### config.mk
export PLATFORM = sky130hd
export DESIGN_NAME = web_select_sequencer
export DESIGN_NICKNAME = d
export VERILOG_FILES = /design/src/rtl/web_select_sequencer.sv
export SDC_FILE = /design/constraint.sdc
export NUM_CORES = 1
export LEC_CHECK = 0
export BUFFER_PORTS_ARGS = -buffer_cell sky130_fd_sc_hd__buf_2
export CORE_UTILIZATION = 38
export DETAILED_ROUTE_END_ITERATION = 10
export PLACE_DENSITY = 0.69
export RECOVER_POWER = 50
export SLEW_MARGIN = 15
export SYNTH_ARGS = -nofsm -noshare
export SYNTH_HDL_FRONTEND = slang
export SYNTH_SLANG_ARGS = --single-unit
### constraint.sdc
create_clock -name clk -period 4.9 [get_ports clk]
set_input_delay 0.245 -clock clk [delete_from_list [all_inputs] [get_ports clk]]
set_output_delay 0.245 -clock clk [all_outputs]
set_load 0.02 [all_outputs]
### src/rtl/web_select_sequencer.sv
// web_select_sequencer: registered one-hot web driver with fire window, cooldown, status pulses and shot counter
module web_select_sequencer #(
  parameter int SEL_W    = 3,
  parameter int N_WEBS   = 8,
  parameter int FIRE_LEN = 2,
  parameter int COOLDOWN = 4,
  parameter int CNT_W    = 16
) (
  input  logic              clk,
  input  logic              rst_n,
  input  logic              enable,
  input  logic [SEL_W-1:0]  select,
  input  logic              fire_req,
  output logic [N_WEBS-1:0] web_out,
  output logic              fire_ack,
  output logic              invalid,
  output logic              dropped,
  output logic              busy,
  output logic [CNT_W-1:0]  shot_cnt
);
  localparam int MAX_T = FIRE_LEN > COOLDOWN ? FIRE_LEN : COOLDOWN;
  localparam int TW = $clog2(MAX_T + 1);
  localparam logic [TW-1:0] FIRE_LOAD = TW'(FIRE_LEN - 1);
  localparam logic [TW-1:0] COOL_LOAD = TW'(COOLDOWN > 0 ? COOLDOWN - 1 : 0);
  localparam logic [SEL_W:0] N_LIM = (SEL_W + 1)'(N_WEBS);
  typedef enum logic [1:0] {IDLE, FIRE, COOL} state_t;
  state_t state, state_nx;
  logic [TW-1:0] timer, timer_nx;
  logic [SEL_W-1:0] idx, idx_nx;
  logic [CNT_W-1:0] cnt_nx;
  logic [N_WEBS-1:0] web_nx;
  logic ack_nx, inv_nx, drop_nx, req, ready, done, stop;
  // state, timer, latched index, counter and registered outputs
  always_ff @(posedge clk or negedge rst_n) begin
    if (!rst_n) begin
      state    <= IDLE;
      timer    <= '0;
      idx      <= '0;
      shot_cnt <= '0;
      web_out  <= '0;
      fire_ack <= 1'b0;
      invalid  <= 1'b0;
      dropped  <= 1'b0;
    end else begin
      state    <= state_nx;
      timer    <= timer_nx;
      idx      <= idx_nx;
      shot_cnt <= cnt_nx;
      web_out  <= web_nx;
      fire_ack <= ack_nx;
      invalid  <= inv_nx;
      dropped  <= drop_nx;
    end
  end
  // next state: the edge that ends a phase also counts as idle, so requests there are accepted
  always_comb begin
    req      = enable && fire_req;
    done     = timer == '0;
    stop     = done || !enable;
    ready    = state == IDLE || (done && (state == COOL || (state == FIRE && COOLDOWN == 0)));
    state_nx = state;
    timer_nx = timer;
    idx_nx   = idx;
    cnt_nx   = shot_cnt;
    ack_nx   = 1'b0;
    inv_nx   = 1'b0;
    drop_nx  = 1'b0;
    if (state == FIRE) begin
      state_nx = stop ? (COOLDOWN > 0 ? COOL : IDLE) : FIRE;
      timer_nx = stop ? COOL_LOAD : timer - TW'(1);
    end else if (state == COOL) begin
      state_nx = done ? IDLE : COOL;
      timer_nx = done ? timer : timer - TW'(1);
    end
    if (req && ready && ({1'b0, select} < N_LIM)) begin
      state_nx = FIRE;
      timer_nx = FIRE_LOAD;
      idx_nx   = select;
      cnt_nx   = shot_cnt + CNT_W'(1);
      ack_nx   = 1'b1;
    end else if (req) begin
      inv_nx  = ready;
      drop_nx = !ready;
    end
    for (int k = 0; k < N_WEBS; k++) web_nx[k] = state_nx == FIRE && idx_nx == SEL_W'(k);
  end
  // busy covers both the fire window and the cooldown
  always_comb busy = state != IDLE;
endmodule

== Yosys cells after proc, flatten, opt, wreduce, memory -nomap -nowiden ==
Cells that the tools add are included.

* Flip-flop bits (word level): 35
* Input port bits: 7
* Word-level logic and storage cells: 58

* $add $sub $neg: 2
* Equal/unequal tests: 11
* Mux-type cells: 16
* Reductions and logical operators: 21

{| class="wikitable"
|+ Operators with widths
! operator !! number
|-
| 3-bit 2-to-1 mux || 6
|-
| 16-bit by 1-bit adder with 16-bit output (second input constant) || 1
|-
| 3-bit == test (second input constant) || 4
|-
| 1-bit logical AND || 11
|-
| 2-bit 2-to-1 mux || 5
|-
| 3-bit by 2-bit == test with 1-bit output (second input constant) || 2
|-
| 3-bit zero test || 2
|-
| 1-bit 2-to-1 mux || 5
|-
| 2-bit by 1-bit == test with 1-bit output (second input constant) || 2
|-
| 3-bit by 1-bit == test with 1-bit output (second input constant) || 1
|-
| 3-bit by 1-bit inequality test with 1-bit output (second input constant) || 1
|-
| 3-bit nonzero test || 1
|-
| 3-bit by 1-bit subtractor with 3-bit output (second input constant) || 1
|-
| 2-bit == test (second input constant) || 1
|-
| 1-bit zero test || 2
|-
| 2-bit zero test || 1
|-
| 1-bit logical OR || 2
|-
| 2-bit AND reduction || 1
|-
| 2-bit nonzero test || 1
|}

== Longest topological paths before layout ==
Gate-level depths: netlist of the first run.

* Depth after elaboration: 7
* Gate-level depth with buffers: 8
* Gate-level depth less buffers: 7

== Least setup slack after synthesis of the first run ==
OpenSTA, ideal clock, no wires.

* Path type: register -> register
* Start point: reg state[1]
* End point: reg web_out[7]
* Arrival time: 1682 ps
* Setup slack: 3091 ps
* Stages on the path, launching flop included: 9
* Path buffers: 2
* Clock period less this slack: 1809 ps
* Path through: dfrtp_1 > inv_1 > ha_1 > clkinv_1 > a21o_1 > buf_6 > buf_6 > a31oi_1 > a21oi_1

* Word-level cells in the longest chain between the ends: 7
* Elaborated cells between the ends (all ways): 13

{| class="wikitable"
|+ Ends and longest elaborated chain
! element !! RTL line !! source
|-
| from (decl) || 27 || <nowiki>state_t state, state_nx;</nowiki>
|-
| from (signal assigned) || 45 || <nowiki>state <= state_nx;</nowiki>
|-
| 2-bit == test || 60, 71 ||
|-
| 1-bit logical AND || 60 || <nowiki>ready = state == IDLE || (done && (state == COOL || (state == FIRE && COOLDOWN == 0)));</nowiki>
|-
| 1-bit logical OR || 60 ||
|-
| 1-bit logical AND || 75 || <nowiki>if (req && ready && ({1'b0, select} < N_LIM)) begin</nowiki>
|-
| 3-bit 2-to-1 mux / 2-bit 2-to-1 mux (equally long branches) || 75 ||
|-
| 3-bit == test / 2-bit by 1-bit == test with 1-bit output (equally long branches) || 85 || <nowiki>for (int k = 0; k < N_WEBS; k++) web_nx[k] = state_nx == FIRE && idx_nx == SEL_W'(k);</nowiki>
|-
| 1-bit logical AND (*) || 85 ||
|-
| net web_nx[7] || 31 || <nowiki>logic [N_WEBS-1:0] web_nx;</nowiki>
|-
| to (signal assigned) || 49 || <nowiki>web_out <= web_nx;</nowiki>
|-
| to (decl) || 14 || <nowiki>output logic [N_WEBS-1:0] web_out,</nowiki>
|}

The timed path passes the listed nets; every way through them passes the cells marked *.
A chain may end at the register's enable or synchronous reset.

== Worst setup path in the final report of the first run ==
* Start point: reg state[1]
* End point: reg web_out[4]

* Word-level cells in the longest chain between the ends: 7
* Elaborated cells between the ends (all ways): 13

{| class="wikitable"
|+ Ends and longest elaborated chain
! element !! RTL line !! source
|-
| 2-bit == test || 60 ||
|-
| 1-bit logical AND || 60 ||
|-
| 1-bit logical OR (*) || 60 ||
|-
| 1-bit logical AND (*) || 75 ||
|-
| 3-bit 2-to-1 mux (*) || 75 ||
|-
| net idx_nx[0] || 29 || <nowiki>logic [SEL_W-1:0] idx, idx_nx;</nowiki>
|-
| 3-bit == test (*) || 85 ||
|-
| 1-bit logical AND (*) || 85 ||
|-
| net web_nx[4] || 31 ||
|}

Marks and branches as above.

==> flow_summary_export.csv, run 1 <==
group,metric,value,unit
outcome,status,"finished with violations",
outcome,violations,"max-capacitance violations, max-slew violations",
synthesis,synth.top_cell.area_share,50.6,%
detailed_routing,wirelength,3070,µm
synthesis,async_flop_share,100,%
global_routing,track_usage,15.0,%
die,die_h,68.5,µm
layout,multi_input_area,754,µm²
sta,skew,0.00500,ns
sta,grt_setup_unrepaired,"no",
synthesis,syn_nets,164,
power,pwr-share-clk,21.4,%
placement,place_worst_setup_slack,2.80,ns
sta,fmax,481,MHz
power,p_int,0.000604,W
layout,num-nets-final,199,
sta,worstMarginPinSlew,1.76,ns
layout,ff_latch_area,851,µm²
setup_path,endpoint_kind,"flop",
synthesis,avgSynthCellArea,11.1,µm²
die,core,4120,µm²
sta,slew_headroom,-17.2,%
sta,maxSlewViolCount,35,
detailed_routing,first_pass_iters,4,
clock_network,path_clk_slew,0.07,ns
hold_path,holdCritPathClass,"in -> reg",
sta,fin_tns_setup,0,ns
placement,place_congestion,0.806,
global_routing,grt_overflow_total,0,
layout,area_growth,15.9,%
synthesis,synth_cell_types,42,
setup_path,path_class,"reg -> reg",
synthesis,syn_inst,151,
power,powerDensity,514,nW/µm²
synthesis,yosys_register_bits,34,
synthesis,yosys.area.top_type,"dfrtp_1",
die,io_pins,35,
setup_path,slowest_stage,"a21o_1",
job,cap_violations,1,
setup_path,crit_arrival,2.29,ns
detailed_routing,via_count,1181,
sta,hold_ws,0.259,ns
layout,drive_gt1_share,20.9,%
clock_network,cts_resized,0,
clock_network,ctsHoldBuffers,0,
clock_network,cts_tree,"built",
sta,hold_viol,0,
synthesis,synth_ff_type,"dfrtp_1",
clock_network,insertion_delay,0.28,ns
power,leakage,0.906,nW
clock_network,cts-htree-levels,2,
global_routing,grt_antenna_before_repair,0,
power,vdd.ir_drop.worst,170,µV
clock_network,clockRootBuffer,"clkbuf_8",
global_routing,grt_pass1_vias,1116,
sta,layout_setup_ws,2.82,ns
synthesis,ys_seq_area_share,50.6,%
synthesis,yosysMostFrequentCell,"dfrtp_1",
die,rows,23,
setup_path,cp_cell_sequence,"inv_1, ha_1, clkinv_1, a21o_1, mux2i_4, inv_2, nor2_1",
layout,n_antenna_cell,0,
layout,fillers,391,
clock_network,cts_max_path_buffers,2,
power,combPwrFrac,39.2,%
power,power.switching_fraction,39.7,%
die,dieArea,4690,µm²
placement,port_buffers,33,
setup_path,max_stage_delay,0.61,ns
clock_network,numCtsBuffers,5,
detailed_routing,wl_per_cell,13.0,µm
clock_network,clock-sinks,34,
power,power_frac_seq,39.4,%
sta,period_minus_slack,2.08,ns
setup_path,cpLargestDelayFamily,"compound AO/OA/AOI/OAI gates",
synthesis,synth_edf_count,0,
detailed_routing,postRouteAntennaNets,0,
synthesis,synth_area_leaders,"dfrtp_1 51%, xnor2_1 6.8%, ha_1 4.5%",
power,switchingPower,0.000398,W
synthesis,yosys-top-cells-count,"34 x dfrtp_1, 14 x nand2_1, 13 x xnor2_1",
sta,setup_viol,0,
synthesis,ys_warn_count,0,
die,die_w,68.5,µm
setup_path,critical_path_required,5.11,ns
sta,post-route-period-util,42.4,%
placement,hpwl,2260,µm
detailed_routing,drtIter0Drc,119,
detailed_routing,avgViaCountPerCell,4.98,
global_routing,grt_pass1_wl,5030,µm
synthesis,syn_area,1680,µm²
die,initial_core_util,40.9,%
setup_path,crit_buf_inv,3,
setup_path,startpoint_type,"flop",
detailed_routing,drc,0,
global_routing,grt_start_max_net_pins,35,
setup_path,cp_max_fo,15,
clock_network,post_cts_buffers,0,
[power by group through the flow]
stage	combinational, W	sequential, W	clock, W
final	0.000392	0.000395	0.000214
after global routing	0.000446	0.000405	0.000234
after CTS	0.000401	0.000396	0.000222
after detailed placement	0.000400	0.000401	0
after global placement	0.000399	0.000400	0
after floorplan	0.000285	0.000425	0
[placed cells by master, fill, tap and decap left out, types with 2 or more instances in the layout]
cell       Yosys  layout
a2111oi_0      2       2
buf_2          0      19
nor2_1         9       9
nand4_1        6       6
a21oi_1        5       5
xnor2_1       13      13
inv_1          6       6
and4_1         2       2
nand2_1       14      14
a31oi_1        3       3
a211oi_1       2       2
a21o_1         2       2
clkbuf_1       2      14
nand2b_1       3       3
ha_1           6       6
o21ai_0        5       5
nor2b_1        2       2
xor2_1         2       2
nand3_1        9       9
clkbuf_8       0       6
dfrtp_1       34      34
[logic make-up after synthesis]
kind of cell,Yosys count,share of synthesized area (%)
AND/OR/NAND/NOR,54,18.1
flip-flops,34,50.6
AO/OA/AOI/OAI,25,12.4
XOR/XNOR,15,7.81
buffers and inverters,14,4.54
adder cells (fa/ha/maj),6,4.46
multiplexers,2,1.93
other,1,0.223
[state kept, by name (all words and copies together), names as in the netlist]
register,cells
fire_ack,1
shot_cnt,16
timer,3
idx,3
dropped,1
web_out,8
state,2
[layout make-up]
type,instances,area share (%)
Sequential cell,34,43.6
Clock buffer,6,4.24
Inverter,9,1.99
Timing Repair Buffer,33,7.57
Clock inverter,2,0.642
Multi-Input combinational cell,103,38.7
Tap cell,50,3.21
[per-stage QoR]
step | instance area [µm²] | total power (W) | instances | utilization, %
final | 1950 | 0.00100 | 237 | 47.4
after global placement | 1870 | 0.000799 | 229 | 45.5
after detailed placement | 1870 | 0.000801 | 229 | 45.5
after global routing | 1950 | 0.00108 | 237 | 47.4
after floorplan | 1680 | 0.000710 | 151 | -
after CTS | 1970 | 0.00102 | 237 | 47.8
[final timing paths]
check | startpoint | to | slack, ns | cells after the start
setup / recovery | state[1] | web_out[4] | 2.82 | 7
hold / removal | select[1] | web_out[3] | 0.26 | 3
setup reg to reg | state[1] | web_out[4] | 2.82 | 7
hold reg to reg | shot_cnt[15] | shot_cnt[15] | 0.47 | 1
max in group asynchronous | rst_n | timer[0] | 3.47 | 1
min in group asynchronous | rst_n | dropped | 0.42 | 1
[worst min-delay path: cells and delay by family]
family / cells / cell delay [ns]
compound gates: 1 / 0.05
simple gates: 1 / 0.07
buf+inv: 1 / 0.13
[per-layer routing]
layer	routed length (µm)	track usage (%)	share of wire [%]
met5	0	0	0
met3	167	5.26	5.4
met2	1390	23.2	45
met1	1440	18.4	47
met4	71	7.55	2.3
(Power assumes the default switching activity.)
==> run 2, diff against run 1 <==
--- a/config.mk
+++ b/config.mk
@@ -8,7 +8,7 @@
 export BUFFER_PORTS_ARGS = -buffer_cell sky130_fd_sc_hd__buf_2
 export CORE_UTILIZATION = 38
 export DETAILED_ROUTE_END_ITERATION = 10
-export PLACE_DENSITY = 0.69
+export PLACE_DENSITY = 0.71
 export RECOVER_POWER = 50
 export SLEW_MARGIN = 15
 export SYNTH_ARGS = -nofsm -noshare
==> constraint.sdc (replaced) <==
create_clock -name clk -period 1.8 [get_ports clk]
set_input_delay 0.09 -clock clk [delete_from_list [all_inputs] [get_ports clk]]
set_output_delay 0.09 -clock clk [all_outputs]
set_load 0.02 [all_outputs]
==> flow_summary_export.csv, run 2 (synthesized netlist as in run 1, its figures left out) <==
group,metric,value,unit
detailed_routing,via_count,1255,
sta,fin_tns_setup,0,ns
layout,largest_reg_flops,16,
placement,port_buffers,33,
placement,post_dp_cell_area,1970,µm²
global_routing,grt_antenna_before_repair,0,
sta,post-route-period-util,95.0,%
detailed_routing,drtIter0Drc,73,
layout,fin_area,2070,µm²
clock_network,numCtsBuffers,5,
layout,regMostFlops,"shot_cnt",
sta,hold_ws,0.0958,ns
setup_path,cpLargestDelayFamily,"simple AND/OR/NAND/NOR gates",
clock_network,clockRootBuffer,"clkbuf_8",
sta,grt_setup_unrepaired,"no",
setup_path,critical_path_required,1.99,ns
clock_network,cts_max_path_buffers,2,
setup_path,path_class,"reg -> reg",
clock_network,insertion_delay,0.28,ns
setup_path,endpoint_kind,"flop",
placement,placed_cells,240,
die,core,4120,µm²
clock_network,path_clk_slew,0.07,ns
power,leakage,0.913,nW
layout,layout_commonest_cell,"dfrtp_1",
detailed_routing,drc,0,
layout,num-nets-final,210,
setup_path,crit_buf_inv,1,
die,die_w,68.5,µm
sta,setup_viol,0,
setup_path,crit_start,"state[1]",
detailed_routing,avgViaCountPerCell,5.06,
power,vdd.ir_drop.worst,449,µV
outcome,status,"complete, no violations",
sta,fmax,585,MHz
die,initial_core_util,40.9,%
layout,multi_input_area,790,µm²
job,cap_violations,0,
sta,skew,0.00386,ns
power,powerDensity,1470,nW/µm²
die,dieArea,4690,µm²
sta,slew_headroom,45.0,%
clock_network,clock-sinks,34,
layout,area_growth,23.3,%
layout,n_antenna_cell,0,
setup_path,cp_cell_sequence,"inv_2, ha_1, or3b_4, o2bb2ai_4, nand2b_2, a221oi_2",
setup_path,max_stage_delay,0.43,ns
sta,hold_viol,0,
clock_network,cts-htree-levels,2,
sta,period_minus_slack,1.71,ns
placement,hpwl,2340,µm
hold_path,min_from,"select[1]",
placement,place_congestion,0.919,
layout,top_regs,"shot_cnt x16, web_out x8",
sta,maxSlewViolCount,0,
layout,drive_gt1_share,23.2,%
layout,fillers,379,
setup_path,startpoint_type,"flop",
die,io_pins,35,
hold_path,holdCritPathClass,"in -> reg",
detailed_routing,postRouteAntennaNets,0,
layout,ff_latch_area,852,µm²
global_routing,track_usage,15.2,%
detailed_routing,wl_per_cell,12.9,µm
setup_path,crit_arrival,1.90,ns
setup_path,slowest_stage,"dfrtp_2",
global_routing,grt_overflow_total,0,
detailed_routing,first_pass_iters,4,
die,rows,23,
clock_network,cts_tree,"built",
layout,layout.cells.non_filler,248,
setup_path,cp_max_fo,4,
global_routing,grt_start_max_net_pins,35,
die,die_h,68.5,µm
detailed_routing,wirelength,3200,µm
setup_path,timing.rr.start,"state[1]",
sta,worstMarginPinSlew,0.825,ns
global_routing,grt_pass1_wl,5130,µm
global_routing,grt_pass1_vias,1145,
layout,mostFrequentLayoutCells,"33 x dfrtp_1, 28 x clkbuf_1, 14 x nand2_1",
run 2: area by class of cell:
cell class,instances,area share (%)
Tap cell,50,3.02
Inverter,9,1.99
Timing Repair Buffer,44,10.7
Clock buffer,7,3.68
Clock inverter,1,1.45
Multi-Input combinational cell,103,38.1
Sequential cell,34,41.1
run 2: worst paths after layout:
| path | cells after the start | to | slack, ns |
|---|---|---|---|
| min in group asynchronous | 2 | shot_cnt[5] | 0.43 |
| hold reg to reg | 1 | shot_cnt[15] | 0.49 |
| max in group asynchronous | 2 | state[1] | 0.80 |
| setup reg to reg | 6 | web_out[3] | 0.09 |
| hold / removal | 3 | web_out[3] | 0.1 |
| setup / recovery | 6 | web_out[3] | 0.09 |
run 2: per-layer routing:
layer	track usage, %	vias up	wire [µm]
met1	19.1	602	1510
met4	6.25	0	50
met3	5.10	6	167
li1	-	614	-
met2	23.8	33	1460
met5	0	-	0
run 2: worst register-to-register path, delay by kind of cell, from the launching register on:
family | cells | cell delay, ns
buf+inv | 1 | 0.06
simple gates | 2 | 0.50
fa+ha+maj | 1 | 0.19
compound gates | 2 | 0.45
flops | 1 | 0.43
run 2: timing repair:
item | 4_1_cts | 5_1_grt
pin swaps | 0 | 5
buffers inserted | 0 | 0
endpoints found under the setup margin | 11 | 10
resized for setup | 2 | 13
hold endpoints to repair | 34 | 0
hold buffers | 1 | 0
run 2: stage by stage:
step	power, W	worst slack (ns)	util (%)
floorplan	0.00194	0.128	-
global placement	0.00234	0.0111	47.8
detailed placement	0.00235	-0.0230	47.8
CTS	0.00304	0.0310	50.7
global route	0.00325	0.0101	50.4
finish	0.00305	0.0899	50.4
run 2: power breakdown:
part / total (W) / internal (W) / switching (W)
clock: 0.000670 / 0.000414 / 0.000256
combinational: 0.00128 / 0.000558 / 0.000725
sequential: 0.00109 / 0.000934 / 0.000159
total: 0.00305 / 0.00191 / 0.00114
==> run 3, diff against run 2 <==
==> constraint.sdc (replaced) <==
create_clock -name clk -period 1.55 [get_ports clk]
set_input_delay 0.0775 -clock clk [delete_from_list [all_inputs] [get_ports clk]]
set_output_delay 0.0775 -clock clk [all_outputs]
set_load 0.02 [all_outputs]
==> flow_summary_export.csv, run 3 (synthesized netlist as in run 1, its figures left out) <==
group,metric,value,unit
global_routing,grt_antenna_before_repair,0,
power,p_total,0.00396,W
detailed_routing,avgViaCountPerCell,4.93,
layout,regMostFlops,"shot_cnt",
hold_path,hold_path_end,"idx[1]",
placement,hpwl,2500,µm
detailed_routing,wirelength,3750,µm
detailed_routing,drc,0,
detailed_routing,dr.max_layer_used,"met4",
setup_path,endpoint_kind,"flop",
detailed_routing,drtIter0Drc,72,
hold_path,min_from,"select[1]",
global_routing,grt_pass1_wl,5810,µm
die,dieArea,4690,µm²
setup_path,timing.reg2reg.setup_slack,-0.16,ns
die,die_h,68.5,µm
layout,mostFrequentLayoutCells,"33 x dfrtp_1, 31 x buf_2, 26 x buf_4",
sta,worstMarginPinSlew,0.827,ns
layout,n_antenna_cell,0,
die,core,4120,µm²
clock_network,numCtsBuffers,5,
power,vdd.ir_drop.worst,983,µV
sta,period_minus_slack,1.71,ns
detailed_routing,via_count,1342,
layout,layout_commonest_cell,"dfrtp_1",
setup_path,path_class,"reg -> reg",
detailed_routing,first_pass_iters,4,
setup_path,cp_max_fo,4,
global_routing,grt_overflow_total,0,
setup_path,critical_path_required,1.74,ns
clock_network,path_clk_slew,0.07,ns
detailed_routing,wl_met3,164,µm
outcome,violations,"negative setup slack",
die,io_pins,35,
sta,slew_headroom,44.9,%
detailed_routing,met1Wirelength,1720,µm
power,powerDensity,1650,nW/µm²
hold_path,hold_depth,3,
setup_path,timing.rr.start,"state[1]",
die,initial_core_util,40.9,%
sta,layout_setup_ws,-0.162,ns
die,die_w,68.5,µm
global_routing,track_usage,17.1,%
sta,grt_setup_unrepaired,"yes",
layout,largest_reg_flops,16,
layout,top_regs,"shot_cnt x16, web_out x8",
layout,drive_gt1_share,49.5,%
detailed_routing,postRouteAntennaNets,0,
detailed_routing,met2WireLength,1850,µm
sta,post-route-period-util,110,%
sta,hold_viol,0,
placement,place_congestion,0.774,
sta,skew,0.00310,ns
placement,post_dp_cell_area,2090,µm²
die,rows,23,
sta,setup_viol,20,
setup_path,ff2ff_path_depth,6,
global_routing,grt_pass1_vias,1245,
setup_path,crit_arrival,1.91,ns
detailed_routing,wl_per_cell,13.8,µm
layout,num-nets-final,234,
hold_path,holdCritPathClass,"in -> reg",
layout,fin_area,2400,µm²
setup_path,startpoint_type,"flop",
clock_network,insertion_delay,0.28,ns
placement,place_worst_setup_slack,-0.195,ns
power,leakage,1.18,nW
clock_network,cts_tree,"built",
outcome,status,"finished with violations",
clock_network,cts-htree-levels,2,
job,cap_violations,0,
clock_network,clock-sinks,34,
sta,maxSlewViolCount,0,
placement,port_buffers,33,
layout,post-route-util,58.4,%
sta,fmax,584,MHz
layout,area_growth,43.0,%
layout,fillers,341,
setup_path,timing.rr.end,"web_out[3]",
clock_network,cts_max_path_buffers,2,
clock_network,clockRootBuffer,"clkbuf_8",
sta,hold_ws,0.0967,ns
global_routing,grt_start_max_net_pins,35,
-- run 3: layer usage --
metal | vias to the layer above | global-route usage (%)
li1 | 661 | -
met4 | 0 | 4.69
met1 | 647 | 21.7
met5 | - | 0
met3 | 2 | 4.93
met2 | 32 | 28.2
-- run 3: layout make-up --
class / instances / area, µm² / share of cell area (%)
Multi-Input combinational cell: 104 / 913 / 38.0
Clock inverter: 2 / 12.5 / 0.520
Inverter: 9 / 46.3 / 1.93
Timing Repair Buffer: 66 / 429 / 17.8
Tap cell: 50 / 62.6 / 2.60
Timing Repair inverter: 1 / 6.26 / 0.260
Clock buffer: 6 / 82.6 / 3.43
Sequential cell: 34 / 852 / 35.4
-- run 3: worst max-delay path, stage by stage, from the launching register on --
cell and delay [ns]:
dfrtp_2 0.42, buf_4 0.14, ha_4 0.17, or3b_4 0.39, o2bb2ai_4 0.20, nand2b_4 0.08
a221oi_2 0.23
-- run 3: where the power goes --
group	internal, W	switching [W]
Clock	0.000357	0.000316
Sequential	0.00108	0.000149
Combinational	0.000984	0.00108
Total	0.00242	0.00154
-- run 3: how the worst max path moves through the flow --
| stage | start | slack, ns | endpoint | cells past startpoint |
|---|---|---|---|---|
| 2_1_floorplan | state[1] | -0.05 | web_out[7] | 8 |
| 3_3_place_gp | state[1] | -0.14 | web_out[3] | 7 |
| 3_5_place_dp | state[1] | -0.20 | web_out[2] | 7 |
| 4_1_cts | state[1] | -0.16 | web_out[3] | 7 |
| 5_1_grt | state[0] | -0.21 | shot_cnt[11] | 7 |
| 6_report | state[1] | -0.16 | web_out[3] | 6 |
-- run 3: through the flow --
stage          setup TNS [ns]  std cells
2_1_floorplan          -0.261        151
3_3_place_gp            -2.03        251
3_5_place_dp            -2.70        251
4_1_cts                 -1.66        265
5_1_grt                 -3.28        272
6_report                -1.63        272
-- run 3: timing repair --
action | CTS | global route
setup endpoints to repair | 30 | 22
pin swaps | 8 | 19
hold buffers | 1 | 0
gates resized for setup | 9 | 18
cloned | 0 | 2
hold endpoints to repair | 34 | 0
buffers inserted | 5 | 5
